## src/rtl/dmem_io_pkg.sv

```systemverilog
// Shared definitions for the data-memory / memory-mapped I/O stage:
// I/O register addresses, the digit index type and the seven-segment glyph table.
package dmem_io_pkg;

  localparam logic [7:0] ADDR_SW   = 8'h80;
  localparam logic [7:0] ADDR_LED  = 8'h84;
  localparam logic [7:0] ADDR_DISP = 8'h88;
  localparam logic [7:0] ADDR_STAT = 8'h8C;

  typedef logic [2:0] digit_t;

  // Active-low segments packed as {g,f,e,d,c,b,a}.
  localparam logic [6:0] HEX_SEG [16] = '{
    7'h40, 7'h79, 7'h24, 7'h30, 7'h19, 7'h12, 7'h02, 7'h78,
    7'h00, 7'h10, 7'h08, 7'h03, 7'h46, 7'h21, 7'h06, 7'h0E
  };

endpackage

```

## src/rtl/dmem_io_hex7seg.sv

```systemverilog
// Combinational 4-bit hex to active-low seven-segment decoder.
module hex7seg
  import dmem_io_pkg::*;
(
  input  logic [3:0] nibble,
  output logic [6:0] seg
);

  assign seg = HEX_SEG[nibble];

endmodule

```

## src/rtl/dmem_io.sv

```systemverilog
// Data RAM plus memory-mapped switches, LEDs and an 8-digit scanned hex display.
// Optional build macro DMEM_IO_BLANK_EN blanks leading zero digits of the display.
module dmem_io
  import dmem_io_pkg::*;
#(
  parameter int RAM_WORDS = 64,
  parameter int SCAN_BITS = 18
) (
  input  logic        clk,
  input  logic        reset,
  input  logic        memwrite,
  input  logic [31:0] dataadr,
  input  logic [31:0] writedata,
  output logic [31:0] readdata,
  input  logic [15:0] switch,
  output logic [15:0] led,
  output logic [7:0]  an,
  output logic [6:0]  seg
);

  localparam int AW = (RAM_WORDS > 1) ? $clog2(RAM_WORDS) : 1;

  logic [31:0]          ram [RAM_WORDS];
  logic [AW-1:0]        ram_idx;
  logic [7:0]           io_addr;
  logic                 io_sel;
  logic [15:0]          led_reg;
  logic [31:0]          disp_reg;
  logic [SCAN_BITS-1:0] cnt_reg;
  logic [15:0]          sw_meta_reg;
  logic [15:0]          sw_sync_reg;
  logic [7:0]           an_reg;
  logic [6:0]           seg_reg;
  digit_t               digit;
  logic [3:0]           nibble;
  logic [6:0]           seg_next;
  logic [7:0]           an_next;
  logic                 digit_on;
  logic                 unused_adr;

  assign ram_idx    = dataadr[AW+1:2];
  assign io_addr    = {dataadr[7:2], 2'b00};
  assign io_sel     = dataadr[7];
  assign unused_adr = &{1'b0, dataadr[31:8], dataadr[1:0]};

  assign digit  = cnt_reg[SCAN_BITS-1 -: 3];
  assign nibble = disp_reg[{digit, 2'b00} +: 4];

  hex7seg u_hex7seg (
    .nibble (nibble),
    .seg    (seg_next)
  );

`ifdef DMEM_IO_BLANK_EN
  // A digit stays lit if it or any more-significant nibble is nonzero.
  logic [7:0] nz;
  for (genvar gi = 0; gi < 8; gi++) begin : g_nz
    assign nz[gi] = |disp_reg[4*gi +: 4];
  end
  assign digit_on = (digit == 3'd0) || (|(nz >> digit));
`else
  assign digit_on = 1'b1;
`endif

  assign an_next = digit_on ? ~(8'b0000_0001 << digit) : 8'hFF;

  // Stores are dropped while reset is held.
  always_ff @(posedge clk) begin
    if (memwrite && !io_sel && !reset) begin
      ram[ram_idx] <= writedata;
    end
  end

  always_ff @(posedge clk or posedge reset) begin
    if (reset) begin
      led_reg     <= '0;
      disp_reg    <= '0;
      cnt_reg     <= '0;
      sw_meta_reg <= '0;
      sw_sync_reg <= '0;
      an_reg      <= 8'hFE;
      seg_reg     <= 7'b1000000;
    end else begin
      cnt_reg     <= cnt_reg + SCAN_BITS'(1);
      sw_meta_reg <= switch;
      sw_sync_reg <= sw_meta_reg;
      an_reg      <= an_next;
      seg_reg     <= seg_next;
      if (memwrite && io_sel) begin
        if (io_addr == ADDR_LED)  led_reg  <= writedata[15:0];
        if (io_addr == ADDR_DISP) disp_reg <= writedata;
      end
    end
  end

  always_comb begin
    readdata = 32'h0;
    if (!io_sel) begin
      readdata = ram[ram_idx];
    end else begin
      case (io_addr)
        ADDR_SW:   readdata = {16'h0, sw_sync_reg};
        ADDR_LED:  readdata = {16'h0, led_reg};
        ADDR_DISP: readdata = disp_reg;
        ADDR_STAT: readdata = {29'h0, digit};
        default:   readdata = 32'h0;
      endcase
    end
  end

  assign led = led_reg;
  assign an  = an_reg;
  assign seg = seg_reg;

endmodule

```

## config.mk

```make
export PLATFORM = sky130hd
export DESIGN_NAME = dmem_io
export DESIGN_NICKNAME = d
export VERILOG_FILES = /design/src/rtl/dmem_io_pkg.sv /design/src/rtl/dmem_io_hex7seg.sv /design/src/rtl/dmem_io.sv
export SDC_FILE = /design/constraint.sdc
export NUM_CORES = 1
export LEC_CHECK = 0
export CAP_MARGIN = 10
export CELL_PAD_IN_SITES_DETAIL_PLACEMENT = 0
export CELL_PAD_IN_SITES_GLOBAL_PLACEMENT = 1
export CORE_MARGIN = 3
export CORE_UTILIZATION = 45
export DETAILED_ROUTE_END_ITERATION = 10
export GPL_ROUTABILITY_DRIVEN = 0
export PLACE_DENSITY_LB_ADDON = 0.1
export SLEW_MARGIN = 20
export SYNTH_ARGS = -nofsm -noshare
export SYNTH_HDL_FRONTEND = slang
export SYNTH_SLANG_ARGS = --single-unit
```

## constraint.sdc

```tcl
create_clock -name clk -period 3.26 [get_ports clk]
set_clock_uncertainty 0.2 [all_clocks]
set_input_delay 0.326 -clock clk [delete_from_list [all_inputs] [get_ports clk]]
set_output_delay 0.326 -clock clk [all_outputs]
set_load 0.02 [all_outputs]
```

# Word level (Yosys, flattened, before mapping)
# Memories as Yosys holds them, arrays and structs flattened. A register that Yosys moved wholly into a read port is not among the register bits.
# Cells that the tools add are included.
op_classes:
  n_eq_ne: 4
  addsub: 1
  shifts: 2
  reduce_logical: 7
  mux: 4
  bitwise_logic: 2
ops:
  columns: ["operator", "count"]
  rows:
  - ["32-bit case mux with 4 select lines", 1]
  - ["32-bit two-way mux", 1]
  - ["32-bit by 6-bit indexed part select with 4-bit output", 1]
  - ["6-bit == test (second input constant)", 4]
  - ["18-bit by 1-bit adder with 18-bit output (second input constant)", 1]
  - ["8-bit inverter", 1]
  - ["1-bit by 3-bit << shifter with 8-bit output (first input constant)", 1]
  - ["4-bit inverter with 5-bit output", 1]
  - ["2-bit AND reduction", 2]
  - ["1-bit logical AND", 3]
  - ["1-bit logical NOT", 2]
  - ["1-bit two-way mux", 2]
word_totals:
  word_cells: 28
  output_inout_bits: 63
  mem_count: 2
  in_bits: 83
  ramBits: 2048
  rom_bits: 112
  ff_bits: 106
mem_list:
  columns: ["memory", "depth", "word_bits", "read_ports", "rd_ports_with_merged_regs", "wr", "line_no", "rtl"]
  rows:
  - ["ram", 64, 32, 1, 0, 1, "dmem_io.sv:23", "logic [31:0] ram [RAM_WORDS];"]
  - ["(no name shown)", 16, 7, 1, 1, 0, "dmem_io_hex7seg.sv:9", "assign seg = HEX_SEG[nibble];"]

# Depth between registers and ports, before layout
# Gate-level depths: netlist (run 1).
depth:
  ltp_word: 5
  depth_mapped: 11
  mapped_depth_nobuf: 9

# Modules after synthesis
# From an unflattened synthesis (run 1), not the netlist that was laid out.
unflattened:
  cells_unflattened: 2213
  hier_area_um2: 44283.7
by_module_without_submodules:
  columns: ["module", "n_inst", "cells_each", "area_per_inst_um2"]
  rows:
  - ["dmem_io", 1, 2181, 44008.5]
  - ["hex7seg", 1, 32, 275.3]

# Worst setup path before layout (run 1)
# No wires, ideal clock.
synth_timing:
  path_type: "input to register"
  from: "input reset"
  to: "memory ram[17][0], enable pin"
  path_stages: 3
  setup_slack_ps: -3090
  arrival_ps: 5689
  required_time_ps: 2599
  path_cell_list: "inv_1 nand3_1 nor3_1"
synth_via:
  elab_chain_cells: 4
synth_rtl:
  columns: ["item", "line_no", "rtl"]
  rows:
  - ["from (decl)", "dmem_io.sv:10", "input logic reset,"]
  - ["1-bit logical NOT (no source line)", null, null]
  - ["1-bit logical AND", "dmem_io.sv:69", "if (memwrite && !io_sel && !reset) begin"]
  - ["1-bit two-way mux", "dmem_io.sv:69", null]
  - ["1-bit two-way mux (implied by the code)", "dmem_io.sv:70", "ram[ram_idx] <= writedata;"]
  - ["to (decl)", "dmem_io.sv:23", null]
# No other way between the ends.

# Worst setup path after layout (run 1)
layout_timing:
  from: "memory ram[22][0]"
  to: "output readdata[0]"
layout_via:
  elab_chain_cells: 2
layout_rtl:
  columns: ["item", "line_no", "rtl"]
  rows:
  - ["memory 64 x 32 bit", null, null]
  - ["32-bit two-way mux", "dmem_io.sv:98", "if (!io_sel) begin"]
  - ["to (decl)", "dmem_io.sv:14", "output logic [31:0] readdata,"]
# No other way between the ends.

==> results of run 1 <==
[logic make-up after synthesis]
| kind of cell | Yosys count |
|---|---|
| buffers and inverters | 137 |
| xor gates and xnor gates | 17 |
| muxes | 459 |
| AOI/OAI and AO/OA | 253 |
| adders and majority gates | 6 |
| and+or+nand+nor | 210 |
| DFF | 1137 |
[per-layer routing]
layer	vias up	part of all wire	routed length (um)
met4	0	0.025	3000
met3	177	0.055	6550
met2	711	0.49	59000
li1	9906	-	-
met1	12455	0.43	50800
met5	-	0	0
[cells in the mapped netlist, drive strengths merged (4+ instances only)]
master and instances:
nor3 12, mux2i 162, edfxtp 1024, o2111ai 8, and3 4, o221ai 23
nand3 16, a21oi 76, o41ai 8, dfstp 8, a221oi 14, dfrtp 105
mux4 191, mux2 106, nor2 71, clkbuf 33, a2111oi 12, o221a 6
nand3b 5, o22ai 10, nor2b 29, xnor2 15, buf 97, o21ai 46
nand2 44, a211oi 26, inv 7, a22oi 7, nand2b 7, ha 6
[power breakdown]
group          switching (mW)  leakage, nW  internal (mW)
clock                    5.37         1.76           7.16
sequential             0.0944         10.6           16.0
combinational            1.10         5.76          0.839
[layout make-up]
| cell class | instances | share of cell area |
|---|---|---|
| flip-flops and latches | 1137 | 0.627 |
| multi-input cells | 945 | 0.197 |
| repair buffers | 415 | 0.0788 |
| clock buffers | 153 | 0.0583 |
| well taps | 1276 | 0.0298 |
| clock inverters | 56 | 0.00841 |
| inverters | 7 | 0.000561 |
[repair_timing]
| item | in CTS | in global routing |
|---|---|---|
| hold buffers | 16 | 9 |
| gates resized for setup | 44 | 21 |
| endpoints found under the hold margin | 16 | 280 |
| pin swaps | 0 | 0 |
| endpoints found under the setup margin | 20 | 10 |
[per-stage QoR]
stage,util,cells,instance area [sq um],setup TNS [ps],power [mW]
global route,0.549,3989,53500,0,31.6
global placement,0.509,3755,49600,-2880,18.3
detailed placement,0.509,3755,49600,-2230,18.4
CTS,0.549,3980,53500,0,30.9
finish,0.549,3989,53500,0,30.6
floorplan,-,2219,44600,-484110,17.3
[worst register-to-register path: stages (launching register included)]
cell and delay (ps):
dfrtp_2 490, buf_4 240, mux2_2 350, o21ai_0 150
a22o_1 370, inv_1 130, ha_1 240, nand2_1 90
o21a_1 120, o2bb2ai_1 60
[worst paths after layout]
path,end,startpoint
worst max-delay path,readdata[0],ram[22][0]
worst min-delay path,led[13],writedata[13]
worst max register to register,seg[5],cnt_reg[16]
worst min register to register,sw_sync_reg[5],sw_meta_reg[5]
max in group asynchronous,disp_reg[23],reset
min in group asynchronous,disp_reg[24],reset
==> flow_summary.yaml, run 1 <==
global_route:
  use_met2: 0.385
  track_usage: 0.234
  grt_busiest_layer: "met2"
  met3_usage: 0.0410
  antenna_found_initial: 0
  grt_max_degree: 65
  grt_pass1_vias: 24198
  grtUsageMet1: 0.327
  grt-ovfl-total: 0
  grt_pass1_wl_um: 172000
synthesis:
  synth_top_area_cell: "edfxtp_1"
  syn_inst: 2219
  synth_top_cell_area_share: 0.691
  synthSimpleGateAreaFrac: 0.0232
  ys_seq_area_frac: 0.755
  syn_area_per_cell_sq_um: 20.1
  synth_area_leaders: "edfxtp_1, mux4_2, dfrtp_1, mux2i_1, mux2_2"
  ys_dominant_reg_cell: "edfxtp_1"
  synth_nets: 2308
  syn_area_sq_mm: 0.0445
  synth_xor_area_frac: 0.00335
  synth-adder-area-share: 0.00169
  synth_top_family_by_area: "multiplexers"
  synth_warnings: 0
  synth_compound_area_frac: 0.0387
  synth_edf_count: 1024
  synth-seq-cells: 1137
  synth-async-reset-ratio: 0.0994
  ys_types: 61
  synth_mux_area_frac: 0.160
setup_path:
  worstPathArrival_ps: 2630
  cp_max_fo: 1
  startpoint_type: "flip-flop"
  worstSetupEndpointType: "primary output"
  crit_family: "multiplexers"
  cp_num_cells: 6
  crit_chain: "mux4_2, mux2_2, o221ai_1, buf_4, o211ai_1, clkdlybuf4s15_2"
  crit_type: "reg -> out"
  cp.required_ps: 2730
  worst-path-buf-inv: 2
  cp_slowest_stage_delay_ps: 480
  rr_worst_depth: 9
  rrSetupSlack_ps: 700
  crit_slowest_cell: "mux4_2"
run_status:
  status: "completed"
clocking:
  htree_levels: 3
  clk_pin_slew_worst_paths_ps: 60
  numCtsBuffers: 115
  cts_tree: "built"
  cts-root-buf: "clkbuf_16"
  post_cts_buffers: 0
  clock-sinks: 1137
  clock_path_buffers: 3
  clk_latency_ps: 690
finish:
  n_antenna_cell: 0
  seq_area_sq_mm: 0.0336
  nets: 2710
  nFillCells: 7543
  synthToLayoutAreaGrowth_pct: 20.3
  layout_common_cells: "edfxtp_1, buf_4, mux4_2"
  multi_input_area_sq_mm: 0.0105
  drive_gt1_frac: 0.310
  final_common_cell: "edfxtp_1"
  largest_register_ffs: 1024
worst_hold_path:
  hold_depth: 2
  worstHoldPathType: "in -> reg"
routing:
  drt_iter0_drc: 2102
  wl_per_cell_um: 29.9
  viasPerCell: 5.83
  drc: 0
  first_pass_iters: 5
  num_vias: 23249
  finalWirelength_um: 119000
  ant_nets: 0
timing:
  drv_slew: 0
  rsz0062_at_grt: "no"
  finalCriticalPeriod_ps: 3150
  worst_pin_slew_ps: 1070
  post-route-period-util: 0.968
  setup-violations-final: 0
  relSlewSlack: 0.285
  fmax_mhz: 317
  whs_ps: 133
  finalHoldViolCount: 0
  fin_ws_ps: 106
placed_design:
  io_buffers: 119
  preCtsSetupSlack_ps: -322
  dp_hpwl_um: 75600
die:
  die_w_um: 320
  ios: 146
  start_util: 0.457
  core_area_sq_mm: 0.0974
  fp-row-count: 114
  die_area_sq_mm: 0.103
  die_y_um: 320
power:
  p_leak_nw: 18.2
  powerDensity_mw_per_mm2: 572
  max-vdd-ir-drop_mv: 0.437
job:
  drv_cap: 0
Power figures use the tool's default switching activity.
==> run 2: changes to the inputs <==
--- a/config.mk
+++ b/config.mk
@@ -10,6 +10,7 @@
 export CELL_PAD_IN_SITES_GLOBAL_PLACEMENT = 1
 export CORE_MARGIN = 3
 export CORE_UTILIZATION = 45
+export CTS_BUF_LIST = sky130_fd_sc_hd__clkbuf_8
 export DETAILED_ROUTE_END_ITERATION = 10
 export GPL_ROUTABILITY_DRIVEN = 0
 export PLACE_DENSITY_LB_ADDON = 0.1
==> run 2 against run 1 <==
  * Flip-flop and latch count unchanged
  * Critical path type unchanged
  * Critical path depth unchanged
  * Non-clock buffer count increased by 2
  * Largest power group unchanged
  * Hold slack got worse by 43 ps
  * Register-to-register slack about the same
  * Via count increased by 2.1%
  * Total power decreased by 4.5%
==> flow_summary.yaml, run 2 (synthesis gave the netlist of run 1 again) <==
setup_path:
  rrSetupSlack_ps: 690
  rr_worst_depth: 9
  crit_slowest_cell: "mux4_2"
  rr_startpoint: "cnt_reg[16]"
  cp.required_ps: 2730
  crit_top_cell: "buf_4"
  crit_family: "multiplexers"
  cp_max_fo: 1
  startpoint_type: "flip-flop"
  worst-path-buf-inv: 2
  worstSetupEndpointType: "primary output"
  rr_endpoint: "seg[5]"
  setup.worst_path.start: "ram[17][0]"
  crit_type: "reg -> out"
  worstPathArrival_ps: 2660
  crit_chain: "mux4_2, mux2_4, o221ai_2, buf_4, o211ai_1, buf_4"
  cp_slowest_stage_delay_ps: 460
clocking:
  cts-root-buf: "clkbuf_8"
  clk_pin_slew_worst_paths_ps: 60
  cts_tree: "built"
  clk_latency_ps: 840
  clock_path_buffers: 3
  clock-sinks: 1137
  htree_levels: 4
  numCtsBuffers: 182
routing:
  ant_nets: 0
  wl_met2_um: 59000
  drt-met1-wl_um: 52000
  viasPerCell: 5.77
  finalWirelength_um: 121000
  route.met3.wl_um: 6270
  drt_iter0_drc: 2105
  wl_per_cell_um: 29.3
  first_pass_iters: 6
  top_layer_used: "met4"
  drc: 0
  num_vias: 23745
die:
  core_area_sq_mm: 0.0974
  die_w_um: 320
  ios: 146
  die_y_um: 320
  die_area_sq_mm: 0.103
  start_util: 0.457
  fp-row-count: 114
finish:
  final_common_cell: "edfxtp_1"
  largest_register_ffs: 1024
  nets: 2779
  synthToLayoutAreaGrowth_pct: 20.4
  layout_common_cells: "edfxtp_1, buf_4, clkbuf_8"
  nFillCells: 7625
  drive_gt1_frac: 0.332
worst_hold_path:
  worstHoldPathType: "in -> async"
power:
  power_mw: 29.2
  p_leak_nw: 18.4
  max-vdd-ir-drop_mv: 0.389
  powerDensity_mw_per_mm2: 545
global_route:
  antenna_found_initial: 2
  track_usage: 0.238
  grt-ovfl-total: 0
  grt_pass1_vias: 24789
  grt_pass1_wl_um: 174000
  grt_max_degree: 65
placed_design:
  dp_hpwl_um: 75600
  io_buffers: 119
timing:
  relSlewSlack: 0.278
  setup-tns-final_ps: 0
  setup-violations-final: 0
  finalCriticalPeriod_ps: 3180
  whs_ps: 89.9
  fmax_mhz: 314
  worst_pin_slew_ps: 1080
  drv_slew: 0
  post-route-period-util: 0.976
  finalHoldViolCount: 0
  rsz0062_at_grt: "yes"
run_status:
  status: "completed"
job:
  drv_cap: 0
[run 2: cell types whose count changed in the layout (fill, tap and decap cells not counted), moves of 30 or more]
cell,change
clkbuf_8,+185
clkinv_1,+30
inv_1,+53
clkbuf_16,-117
clkbuf_1,-30
[run 2: layout make-up]
| cell class | instances | area, sq um | area share |
|---|---|---|---|
| flip-flops and latches | 1137 | 33600 | 0.627 |
| multi-input cells | 945 | 10800 | 0.202 |
| repair buffers | 417 | 4240 | 0.0792 |
| clock buffers | 191 | 2630 | 0.0490 |
| well taps | 1276 | 1600 | 0.0298 |
| clock inverters | 141 | 657 | 0.0123 |
| inverters | 7 | 30.0 | 0.000560 |
| diodes | 2 | 5.00 | 0.0000934 |
[run 2: tightest hold or removal path: stages]
cell             delay, ps
clkdlybuf4s50_1        550
clkinvlp_4             150
buf_4                  610
[run 2: worst max-delay path by stage]
stage,endpoint,slack (ps),cells past startpoint
after floorplan,ram[28][0],-960,7
after global placement,readdata[16],-320,6
after detailed placement,readdata[16],-320,6
after CTS,readdata[14],-30,6
after global routing,readdata[20],-50,5
final,readdata[0],80,6
[run 2: metrics by stage]
step / setup WS (ps) / util / area (sq um) / cells
6_report: 78.5 / 0.550 / 53600 / 4116
3_5_place_dp: -322 / 0.509 / 49600 / 3755
3_3_place_gp: -317 / 0.509 / 49600 / 3755
4_1_cts: -32.1 / 0.549 / 53400 / 4104
2_1_floorplan: -963 / - / 44600 / 2219
5_1_grt: -47.1 / 0.550 / 53600 / 4115
[run 2: repair_timing]
action	4_1_cts	5_1_grt
endpoints found under the hold margin	19	298
cloned	0	0
pin swaps	10	6
buffers inserted	0	1
hold buffers	18	9
setup endpoints to repair	26	18
resized for setup	133	16
[run 2: power by group]
part           internal, mW  total [mW]  switching (mW)
sequential             16.0        16.1          0.0970
clock                  5.58        11.1            5.52
combinational         0.872        2.01            1.14
[run 2: per-layer routing]
metal  track usage  vias to the layer above
met5             0                        -
met4        0.0774                        0
met3        0.0456                      184
met2         0.382                      731
met1         0.330                    12752
li1              -                    10078
==> run 3: changes to the inputs <==
--- a/config.mk
+++ b/config.mk
@@ -13,7 +13,9 @@
 export CTS_BUF_LIST = sky130_fd_sc_hd__clkbuf_8
 export DETAILED_ROUTE_END_ITERATION = 10
 export GPL_ROUTABILITY_DRIVEN = 0
+export HOLD_SLACK_MARGIN = 0.02
 export PLACE_DENSITY_LB_ADDON = 0.1
+export SETUP_SLACK_MARGIN = 0.2
 export SLEW_MARGIN = 20
 export SYNTH_ARGS = -nofsm -noshare
 export SYNTH_HDL_FRONTEND = slang
==> run 3 against run 2 <==
  * First-iteration DRC count is 5.3% lower
  * Register-to-register slack worse by 170 ps
  * Combinational power is 5% higher
  * Global-route usage shrank 0.088 points
  * Count of clock-buffer cells in the layout increased by 9
  * Critical path type is now in -> out
==> flow_summary.yaml, run 3 (synthesis gave the netlist of run 1 again) <==
die:
  die_w_um: 320
  fp-row-count: 114
  start_util: 0.457
  die_y_um: 320
  core_area_sq_mm: 0.0974
  ios: 146
  die_area_sq_mm: 0.103
finish:
  post-route-cell-area_sq_mm: 0.0541
  final_common_cell: "edfxtp_1"
  synthToLayoutAreaGrowth_pct: 21.5
  layout_common_cells: "edfxtp_1, buf_4, clkbuf_8"
  nets: 2774
  finalNonFillerCells: 4112
  largest_register_ffs: 1024
  drive_gt1_frac: 0.343
timing:
  relSlewSlack: 0.237
  fmax_mhz: 309
  setup-violations-final: 0
  worst_pin_slew_ps: 1140
  drv_slew: 0
  rsz0062_at_grt: "yes"
  finalHoldViolCount: 0
  finalCriticalPeriod_ps: 3240
  post-route-period-util: 0.993
routing:
  drt_iter0_drc: 1994
  finalWirelength_um: 120000
  wl_per_cell_um: 29.2
  drc: 0
  viasPerCell: 5.77
  first_pass_iters: 5
  ant_nets: 0
  num_vias: 23712
global_route:
  grt_max_degree: 63
  antenna_found_initial: 3
  track_usage: 0.237
  grt-ovfl-total: 0
  grt_pass1_wl_um: 174000
  grt_pass1_vias: 24547
worst_hold_path:
  worstHoldPathType: "reg -> reg"
setup_path:
  crit_type: "in -> out"
  cp_slowest_stage_delay_ps: 520
  cp_max_fo: 14
  worst-path-buf-inv: 7
  cp.required_ps: 2730
  crit_chain: "clkdlybuf4s50_1, buf_4, nand2b_2, buf_4, buf_4, a311oi_2, o21ai_4, buf_6, o2111ai_4, buf_6, buf_6"
  startpoint_type: "primary input"
  crit_family: "buffers and inverters"
  worstSetupEndpointType: "primary output"
  crit_slowest_cell: "clkdlybuf4s50_1"
  worstPathArrival_ps: 2710
run_status:
  status: "completed"
clocking:
  clock_path_buffers: 3
  cts-root-buf: "clkbuf_8"
  htree_levels: 4
  clock-sinks: 1137
  clk_pin_slew_worst_paths_ps: 60
  clk_latency_ps: 830
  numCtsBuffers: 182
  cts_tree: "built"
power:
  powerDensity_mw_per_mm2: 545
  p_leak_nw: 18.6
  max-vdd-ir-drop_mv: 0.362
placed_design:
  dp_hpwl_um: 75100
  io_buffers: 119
  dp.cells: 3749
  postPlaceCellArea_sq_mm: 0.0495
job:
  drv_cap: 0
==> run 3: repair_timing <==
action,in CTS,in global routing
pin swaps,34,11
endpoints found under the setup margin,32,32
hold buffers,17,8
buffers inserted,2,1
endpoints found under the hold margin,27,264
resized for setup,279,18
==> run 3: worst paths after layout <==
| path | from | to | slack (ps) | cells past startpoint |
|---|---|---|---|---|
| worst max-delay path | dataadr[7] | readdata[14] | 20 | 11 |
| worst min-delay path | sw_meta_reg[15] | sw_sync_reg[15] | 140 | 0 |
| worst max register to register | cnt_reg[15] | seg[0] | 520 | 7 |
| worst min register to register | sw_meta_reg[15] | sw_sync_reg[15] | 140 | 0 |
| max in group asynchronous | reset | an[2] | 1050 | 5 |
| min in group asynchronous | reset | disp_reg[17] | 470 | 4 |
==> run 3: area by class of cell <==
type	instances	area [sq um]
diodes	1	2.50
clock buffers	200	2750
clock inverters	134	604
fillers	7574	43300
inverters	7	30.0
multi-input cells	945	11300
flip-flops and latches	1137	33600
well taps	1276	1600
repair buffers	412	4180
==> run 3: worst register-to-register path: stages, from the launching register on <==
cell and delay [ps]:
dfrtp_1 630, buf_4 300, o311ai_0 340, a22o_1 440, inv_1 120, ha_1 230
nor3b_1 270, a211oi_1 80
==> run 3: per-stage QoR <==
step	hold slack, ps	setup TNS, ps	util	setup WS, ps	total power [mW]
2_1_floorplan	131	-335880	-	-571	17.4
3_3_place_gp	136	-2760	0.508	-315	18.3
3_5_place_dp	135	-2200	0.508	-312	18.4
4_1_cts	61.8	-131	0.553	-60.5	29.8
5_1_grt	102	-89.4	0.555	-41.1	30.6
6_report	143	0	0.555	21.6	29.5
==> run 3: routing by layer <==
metal,vias up,global-route usage,part of all wire
met2,766,0.384,0.49
met1,12667,0.336,0.44
met4,0,0.0599,0.019
met3,180,0.0397,0.053
li1,10099,-,-
met5,-,0,0
==> run 3: power breakdown <==
group | total (mW) | switching [mW] | internal, mW
Sequential | 16.1 | 0.0935 | 16.0
Combinational | 2.12 | 1.19 | 0.930
Clock | 11.2 | 5.58 | 5.65
Total | 29.5 | 6.86 | 22.6
